===== src/rtl/ifft_twid_sched.sv =====
// ---------------------------------------------------------------------------
// ifft_twid_sched
//
// Butterfly command scheduler for a 32-point radix-2 decimation-in-time IFFT.
// It walks 5 stages of 16 butterflies each, stage-major. For every butterfly
// it presents the two operand indices and the twiddle ROM index (positive
// angle 2*pi*k/32, so cos and sin use the same index) on a valid/ready
// handshake.
//
// Optional feature: define IFFT_STAGE_GAP_EN to insert GAP_CYCLES idle
// cycles (bf_valid low, busy high) between consecutive stages. Without the
// macro there is no gap state and no gap counter, and stages run
// back-to-back.
//
// Parameters
//   GAP_CYCLES  idle cycles between stages when IFFT_STAGE_GAP_EN (1..7)
//
// Ports
//   clk       in   rising-edge clock
//   rst_n     in   asynchronous active-low reset
//   start     in   one-cycle request to run one schedule (ignored when busy)
//   abort     in   cancel a running schedule at the next edge, no done pulse
//   busy      out  high from the accepted start until done or abort
//   done      out  one-cycle pulse after the last butterfly is accepted
//   bf_valid  out  butterfly command valid
//   bf_ready  in   datapath accepts the command
//   addr_a    out  upper operand index
//   addr_b    out  lower operand index (addr_a + 2^stage)
//   cos_ang   out  twiddle ROM cosine index
//   sin_ang   out  twiddle ROM sine index
//   stage     out  current stage 0..4
//   last_bf   out  high with the final butterfly of a stage
// ---------------------------------------------------------------------------
module ifft_twid_sched #(
  parameter int GAP_CYCLES = 2
) (
  input  logic       clk,
  input  logic       rst_n,
  input  logic       start,
  input  logic       abort,
  output logic       busy,
  output logic       done,
  output logic       bf_valid,
  input  logic       bf_ready,
  output logic [4:0] addr_a,
  output logic [4:0] addr_b,
  output logic [3:0] cos_ang,
  output logic [3:0] sin_ang,
  output logic [2:0] stage,
  output logic       last_bf
);

  // Elaboration-time guard on the gap length; the counter is 3 bits wide.
  if (GAP_CYCLES < 1 || GAP_CYCLES > 7) begin : g_gap_range
    $error("ifft_twid_sched: GAP_CYCLES must be in 1..7");
  end

  typedef enum logic [1:0] {
    ST_IDLE,
    ST_RUN,
`ifdef IFFT_STAGE_GAP_EN
    ST_GAP,
`endif
    ST_DONE
  } state_t;

  typedef struct packed {
    logic [4:0] a;
    logic [4:0] b;
    logic [3:0] k;
  } bf_cmd_t;

  // Operand/twiddle indices of butterfly j in stage s.
  //   pos = j mod 2^s, grp = j >> s
  //   a = grp*2^(s+1) + pos, b = a + 2^s, k = pos*2^(4-s)
  // pos < 2^s, so pos << (4-s) always fits in 4 bits.
  function automatic bf_cmd_t bf_calc(input logic [2:0] s, input logic [3:0] j);
    bf_cmd_t    r;
    logic [4:0] mask;
    logic [4:0] pos;
    logic [4:0] grp;
    mask = 5'((5'd1 << s) - 5'd1);
    pos  = {1'b0, j} & mask;
    grp  = {1'b0, j} >> s;
    r.a  = 5'(grp << (s + 3'd1)) + pos;
    r.b  = r.a + 5'(5'd1 << s);
    r.k  = 4'(pos << (3'd4 - s));
    return r;
  endfunction

  state_t     state_q, state_d;
  logic [2:0] s_q, s_d;
  logic [3:0] j_q, j_d;
  logic       busy_q, busy_d;
  logic       done_q, done_d;
  logic       valid_q, valid_d;
  logic       last_q, last_d;
  logic [4:0] addr_a_q, addr_b_q;
  logic [3:0] ang_q;
  bf_cmd_t    cmd_d;
  logic       xfer;
`ifdef IFFT_STAGE_GAP_EN
  localparam logic [2:0] GAP_LOAD = 3'(GAP_CYCLES - 1);
  logic [2:0] gap_cnt_q, gap_cnt_d;
`endif

  assign xfer = valid_q & bf_ready;

  // Next-state logic. The command fields are always derived from the next
  // (s, j); holding s/j during a stall therefore holds every field, and
  // returning s/j to 0 reproduces the reset values (a=0, b=1, k=0).
  always_comb begin
    state_d = state_q;
    s_d     = s_q;
    j_d     = j_q;
    busy_d  = busy_q;
    valid_d = valid_q;
    done_d  = 1'b0;
`ifdef IFFT_STAGE_GAP_EN
    gap_cnt_d = gap_cnt_q;
`endif

    case (state_q)
      ST_IDLE: begin
        // start together with abort is treated as no request.
        if (start && !abort) begin
          state_d = ST_RUN;
          s_d     = 3'd0;
          j_d     = 4'd0;
          busy_d  = 1'b1;
          valid_d = 1'b1;
        end
      end

      ST_RUN: begin
        // abort wins over a transfer happening in the same cycle.
        if (abort) begin
          state_d = ST_IDLE;
          s_d     = 3'd0;
          j_d     = 4'd0;
          busy_d  = 1'b0;
          valid_d = 1'b0;
        end else if (xfer) begin
          if (j_q == 4'd15) begin
            j_d = 4'd0;
            if (s_q == 3'd4) begin
              state_d = ST_DONE;
              s_d     = 3'd0;
              busy_d  = 1'b0;
              valid_d = 1'b0;
              done_d  = 1'b1;
            end else begin
              s_d = s_q + 3'd1;
`ifdef IFFT_STAGE_GAP_EN
              state_d   = ST_GAP;
              valid_d   = 1'b0;
              gap_cnt_d = GAP_LOAD;
`endif
            end
          end else begin
            j_d = j_q + 4'd1;
          end
        end
      end

`ifdef IFFT_STAGE_GAP_EN
      ST_GAP: begin
        // s/j already point at the first butterfly of the next stage.
        if (abort) begin
          state_d   = ST_IDLE;
          s_d       = 3'd0;
          j_d       = 4'd0;
          busy_d    = 1'b0;
          valid_d   = 1'b0;
          gap_cnt_d = 3'd0;
        end else if (gap_cnt_q == 3'd0) begin
          state_d = ST_RUN;
          valid_d = 1'b1;
        end else begin
          gap_cnt_d = gap_cnt_q - 3'd1;
        end
      end
`endif

      ST_DONE: begin
        state_d = ST_IDLE;
      end

      default: begin
        state_d = ST_IDLE;
        s_d     = 3'd0;
        j_d     = 4'd0;
        busy_d  = 1'b0;
        valid_d = 1'b0;
      end
    endcase

    cmd_d  = bf_calc(s_d, j_d);
    last_d = valid_d && (j_d == 4'd15);
  end

  always_ff @(posedge clk or negedge rst_n) begin
    if (!rst_n) begin
      state_q  <= ST_IDLE;
      s_q      <= 3'd0;
      j_q      <= 4'd0;
      busy_q   <= 1'b0;
      done_q   <= 1'b0;
      valid_q  <= 1'b0;
      last_q   <= 1'b0;
      addr_a_q <= 5'd0;
      addr_b_q <= 5'd1;
      ang_q    <= 4'd0;
`ifdef IFFT_STAGE_GAP_EN
      gap_cnt_q <= 3'd0;
`endif
    end else begin
      state_q  <= state_d;
      s_q      <= s_d;
      j_q      <= j_d;
      busy_q   <= busy_d;
      done_q   <= done_d;
      valid_q  <= valid_d;
      last_q   <= last_d;
      addr_a_q <= cmd_d.a;
      addr_b_q <= cmd_d.b;
      ang_q    <= cmd_d.k;
`ifdef IFFT_STAGE_GAP_EN
      gap_cnt_q <= gap_cnt_d;
`endif
    end
  end

  assign busy     = busy_q;
  assign done     = done_q;
  assign bf_valid = valid_q;
  assign addr_a   = addr_a_q;
  assign addr_b   = addr_b_q;
  assign cos_ang  = ang_q;
  assign sin_ang  = ang_q;
  assign stage    = s_q;
  assign last_bf  = last_q;

endmodule


===== config.mk =====
export PLATFORM = sky130hd
export DESIGN_NAME = ifft_twid_sched
export DESIGN_NICKNAME = d
export VERILOG_FILES = /design/src/rtl/ifft_twid_sched.sv
export SDC_FILE = /design/constraint.sdc
export NUM_CORES = 1
export LEC_CHECK = 0
export ABC_AREA = 1
export CELL_PAD_IN_SITES_DETAIL_PLACEMENT = 0
export CELL_PAD_IN_SITES_GLOBAL_PLACEMENT = 1
export CORE_ASPECT_RATIO = 2
export CORE_MARGIN = 2
export CORE_UTILIZATION = 43
export CTS_CLUSTER_DIAMETER = 120
export DETAILED_ROUTE_END_ITERATION = 8
export PLACE_DENSITY = 0.95
export SYNTH_ARGS = -nofsm -noshare
export SYNTH_HDL_FRONTEND = slang
export SYNTH_SLANG_ARGS = --single-unit
export TNS_END_PERCENT = 5

===== constraint.sdc =====
create_clock -name clk -period 7.2 [get_ports clk]
set_input_delay 0.72 -clock clk [delete_from_list [all_inputs] [get_ports clk]]
set_output_delay 0.72 -clock clk [all_outputs]
set_load 0.005 [all_outputs]

Yosys cells after proc, flatten, opt, wreduce, memory -nomap -nowiden --
Cells that the tools add are included.
Word-level totals: register bits after elaboration 27, bits of input ports 5, logic and storage cells 73, output and inout port bits 25
Operators by class: $add $sub $neg 7, reductions and logical operators 6, shift operators 4, equal/unequal tests 9, muxes and demuxes 34, bitwise gates (word level) 3
Operator list (number):
- $mux W4 | 4
- $mux W1 | 15
- $mux W3 | 5
- $pmux W4 S3 | 1
- $add A5 B5 Y5 | 2
- $mux W2 | 5
- $ne A3 B3 Y1 const B | 3
- $pmux W3 S3 | 1
- $eq A4 B4 Y1 const B | 2
- $add A3 B1 Y3 const B | 2
- $pmux W1 S3 | 2
- $and A4 B5 Y5 | 1
- $reduce_and A5 Y1 | 1
- $shl A1 B3 Y5 const A | 1
- $shl A5 B3 Y4 | 1
- $shl A5 B3 Y5 | 1
- $shr A4 B3 Y5 | 1
- $sub A5 B1 Y5 const B | 1
- $add A4 B1 Y4 const B | 1
- $pmux W2 S2 | 1
- $reduce_and A4 Y1 | 1
- $eq A3 B3 Y1 const B | 1
- $sub A3 B3 Y3 const A | 1
- $eq A2 B1 Y1 const B | 1
- 7 further kinds | 8

Logic depth before layout (Yosys ltp) --
word-level depth 11, depth in mapped cells 26, mapped depth without buffers 26

Worst setup path before layout --
Ideal clock, no wire load.
kind input to register, from input port start, to register addr_b_q[4], in the netlist addr_b[4], library setup time 117 ps, data arrival time 3613 ps, setup slack 3470 ps, stages 20, cells stage by stage inv_1 nor2_1 nand2_1 nand2_2 inv_2 nand2_1 nand2_4 nor2_4 ha_1 inv_1 ha_1 nor2_1 fa_1 fa_1 nand3_1 nand2_1 xor2_1 inv_1 nand3_1 nand2_1
RTL lines:
- start: declaration | RTL line 39 | input logic start,
- end signal: assignment | RTL line 226 | addr_b_q <= cmd_d.b;
- end: declaration | RTL line 98 | logic [4:0] addr_a_q, addr_b_q;

==> results by group <==
Logic synthesis
  • EDFF count, synth: 0
  • Mapped Area: 1920 um2
  • Compound-gate portion of the synthesized area: 8.67%
  • Dominant cell type by area after synthesis: sky130_fd_sc_hd__dfrtp_1
  • Post-synthesis share of cell area spent on xor and xnor gates: 2.28%
  • Syn. warnings: 0
  • Post-synthesis simple-gate area fraction: 32.9%
  • Synth Net Count: 256
  • Area share of the largest cell type after synthesis: 33.9%
  • Yosys reg bits: 27
  • Unique masters post-synth: 33
  • Most frequently used flop master after synthesis: sky130_fd_sc_hd__dfrtp_1
  • Cell count after synthesis: 234
  • Average cell area after synthesis: 8.20 um2
  • Adder and majority gate portion of the synthesized area: 11.9%
  • Combinational family with the most area after synthesis: simple AND/OR/NAND/NOR gates
  • Portion of netlist area occupied by mux cells: 0%
  • Sequential share of the synthesized area: 35.3%
  • Async S/R FF share, synth: 100%
  • Largest cells by area after synthesis: sky130_fd_sc_hd__dfrtp_1 (34%), sky130_fd_sc_hd__nand2_1 (10%), sky130_fd_sc_hd__ha_1 (9.8%), sky130_fd_sc_hd__nand3_1 (6.8%), sky130_fd_sc_hd__inv_1 (5.9%)

Critical path
  • CP max-delay cell: sky130_fd_sc_hd__fa_1
  • Worst EP arrival: 4.46 ns
  • Endpoint kind of the worst setup timing path: flop
  • Critical path class: in2reg
  • Crit path largest cell delay: 0.52 ns
  • Type of origin of the critical path: primary input
  • Most frequent CP cell: sky130_fd_sc_hd__nand2_1
  • Maximum fanout along the worst path: 13
  • Data required time at the worst endpoint: 7.38 ns
  • Cells along the critical path: clkdlybuf4s50_1 -> nor2_1 -> nand2_1 -> nand2_2 -> inv_2 -> nand2_1 -> nand2_4 -> nor2_4 -> ha_1 -> inv_1 -> ha_1 -> nor2_1 -> fa_1 -> fa_1 -> nand3_1 -> nand2_1 -> xor2_1 -> inv_1 -> nand3_1 -> nand2_1

Place
  • RePlAce Congestion: 1.00
  • Number of I/O port buffers: 29
  • Post-DP HPWL: 3.66 mm

Die
  • Die H: 98.5 um
  • Die area: 5050 um2
  • Width of the die: 51.2 um
  • # rows: 34
  • Initial core utilization: 44.2%
  • Core box area: 4340 um2
  • Number of I/O pins: 30

Status
  • Outcome: finished, final reports clean

Routing
  • Mean number of vias per cell: 5.07
  • Number of DRC markers in iteration 0: 23
  • Aggregate routed wire length: 4.31 mm
  • Detailed Routing Iterations Pass 1: 4
  • Number of antenna-violating nets in the routed design: 0
  • Remaining routing DRC violations: 0
  • Overall via count from detail_route: 1,608
  • Routed WL per cell: 13.6 um

Timing
  • Maximum clock rate: 233 MHz
  • Final max-slew violation count: 0
  • Largest clock skew in the final design: 0.00293 ns
  • RSZ-0062 raised after global routing: no
  • Slew at the pin with the worst max-slew slack: 0.440 ns
  • Headroom to the max-slew limit: 70.3%
  • Setup_tns: 0 ns
  • Ratio of final minimum period to clock period: 59.5%
  • Final min period: 4.28 ns
  • Endpoints failing hold: 0
  • Worst hold slack: 0.511 ns
  • Number of setup violations in the final report: 0

Global routing
  • All-layer global routing usage: 19.2%
  • Wire length of the first global-routing pass: 7.39 mm
  • Largest net degree at the start of global routing: 28
  • Via count of the first global-routing pass: 1,732
  • Antenna violations before repair: 0
  • Global route total overflow: 0

Clocking
  • Hold-fix buffers, CTS: 0
  • Clock latency on the worst-skew pair: 0.28 ns
  • Max Root-Sink Buffers: 2
  • Number of clock buffers inserted by TritonCTS: 3
  • Resized cells post-CTS: 0
  • Setup bufs post-CTS: 0
  • Clock edge transition at the registers on the reported setup and hold paths: 0.10 ns
  • Buffer cell driving the clock tree root: sky130_fd_sc_hd__clkbuf_8
  • Total number of clock tree sinks: 27
  • CTS tree: built
  • Deepest level of the CTS H-tree: 1

Power and ir drop
  • Power per unit of standard cell area: 145 nW/um2
  • Sw Share: 29.9%
  • Maximum vdd drop: 0.112 mV
  • Cell-internal power: 0.000233 W
  • Reg power frac: 50.6%
  • Leakage: 1.18 nW
  • Combinational share of power: 21.6%
  • NetSw: 0.0000995 W
  • Part of the total power dissipated in the clock network: 27.8%

Flow run
  • Count of max-cap constraint violations: 0

Cells and area
  • Layout overhead on the synthesized area: 19.5%
  • Antenna diode count: 0
  • Proportion of layout cells with a drive suffix above 1: 15.2%
  • Fin nets: 286

Min path
  • Worst hold-check path type: reg2reg
==> per-stage QoR <==
step	total power [W]	utilization (%)	worst slack (ns)	cells	area, um2
finish	0.000332	52.9	2.92	317	2290
global route	0.000353	52.9	2.56	317	2290
CTS	0.000337	52.9	2.86	317	2290
detailed placement	0.000245	51.7	2.54	313	2240
global placement	0.000243	51.7	2.62	313	2240
floorplan	0.000211	-	3.47	234	1920
==> cell usage after synthesis (3+ instances only) <==
cell and count:
sky130_fd_sc_hd__o21ai_2 3, sky130_fd_sc_hd__xor2_1 5, sky130_fd_sc_hd__nand3_2 5, sky130_fd_sc_hd__o21ai_0 6, sky130_fd_sc_hd__nand2_4 3, sky130_fd_sc_hd__nand2_2 8, sky130_fd_sc_hd__inv_1 30, sky130_fd_sc_hd__dfrtp_1 26
sky130_fd_sc_hd__a21oi_1 5, sky130_fd_sc_hd__buf_4 4, sky130_fd_sc_hd__ha_1 15, sky130_fd_sc_hd__inv_2 5, sky130_fd_sc_hd__nor2_1 12, sky130_fd_sc_hd__nand3_1 26, sky130_fd_sc_hd__o211ai_1 3, sky130_fd_sc_hd__nor2_4 4
sky130_fd_sc_hd__nand2_1 51
==> final timing paths <==
path                       startpoint          to  slack (ns)  cells past startpoint
max in group asynchronous       rst_n   addr_b[0]        6.09                      2
hold / removal                   busy        busy        0.51                      2
setup / recovery                abort   addr_b[4]        2.92                     20
hold reg to reg                  busy        busy        0.51                      2
min in group asynchronous       rst_n  state_q[0]        0.81                      2
setup reg to reg               j_q[1]   addr_b[4]        3.28                     19
==> cells in the final DEF, fill, tap and decap left out, types with 2 or more instances in the layout <==
master / netlist / routed
sky130_fd_sc_hd__nand2_2: 8 / 8
sky130_fd_sc_hd__nand2_1: 51 / 51
sky130_fd_sc_hd__xor2_1: 5 / 5
sky130_fd_sc_hd__inv_2: 5 / 5
sky130_fd_sc_hd__dfrtp_1: 26 / 26
sky130_fd_sc_hd__nor3_1: 2 / 2
sky130_fd_sc_hd__nor2_1: 12 / 12
sky130_fd_sc_hd__nor4_1: 2 / 2
sky130_fd_sc_hd__o21bai_1: 2 / 2
sky130_fd_sc_hd__nor2_2: 2 / 2
sky130_fd_sc_hd__o21ai_2: 3 / 3
sky130_fd_sc_hd__nand3_1: 26 / 26
sky130_fd_sc_hd__ha_1: 15 / 15
sky130_fd_sc_hd__o211ai_1: 3 / 3
sky130_fd_sc_hd__o21ai_0: 6 / 6
sky130_fd_sc_hd__a21oi_1: 5 / 5
sky130_fd_sc_hd__fa_1: 2 / 2
sky130_fd_sc_hd__nor2_4: 4 / 4
sky130_fd_sc_hd__nand2_4: 3 / 3
sky130_fd_sc_hd__clkbuf_8: 0 / 3
sky130_fd_sc_hd__inv_1: 30 / 30
sky130_fd_sc_hd__clkdlybuf4s50_1: 0 / 29
sky130_fd_sc_hd__nand4_1: 2 / 2
sky130_fd_sc_hd__o21ai_1: 2 / 2
sky130_fd_sc_hd__nand3_2: 5 / 5
==> registers in the layout, indices dropped and copies added (netlist names) <==
signal / count
busy: 1
last_bf: 1
stage: 3
addr_a: 5
addr_b: 5
done: 1
state_q: 2
j_q: 4
bf_valid: 1
cos_ang: 4
==> power by group through the flow <==
stage                     Sequential (W)  Combinational [W]  Clock (W)
after floorplan                 0.000171          0.0000398          0
after CTS                       0.000169          0.0000733  0.0000947
after global routing            0.000170          0.0000809   0.000103
after global placement          0.000171          0.0000718          0
final                           0.000168          0.0000717  0.0000923
after detailed placement        0.000172          0.0000731          0
==> per-layer routing <==
metal	track usage (%)	part of all wire (%)
met1	17.1	32
met2	38.2	60
met3	1.67	2.3
met4	12.1	5.6
met5	0	0
==> worst max-delay path: cells and delay by family <==
family        cells  cell delay, ns
simple gates     11            1.40
xor+xnor          1            0.17
buf+inv           4            0.66
fa+ha+maj         4            1.49
==> cells by family (layout without fill, tap and decap cells) <==
family	Yosys count	count (layout)
buffers and inverters	40	69
AOI/OAI and AO/OA	25	25
adders and majority gates	17	17
and+or+nand+nor	120	120
xor gates and xnor gates	5	5
DFF	27	27
==> final cells by class <==
type                       count  area, um2
clock buffer                   3       41.3
clock inverter                 1       8.76
fill                         462       2050
inverter                      35        131
multi-input combinational    167       1070
sequential                    27        677
tap                           54       67.6
timing repair buffer          30        298
Power figures use the tool's default switching activity.
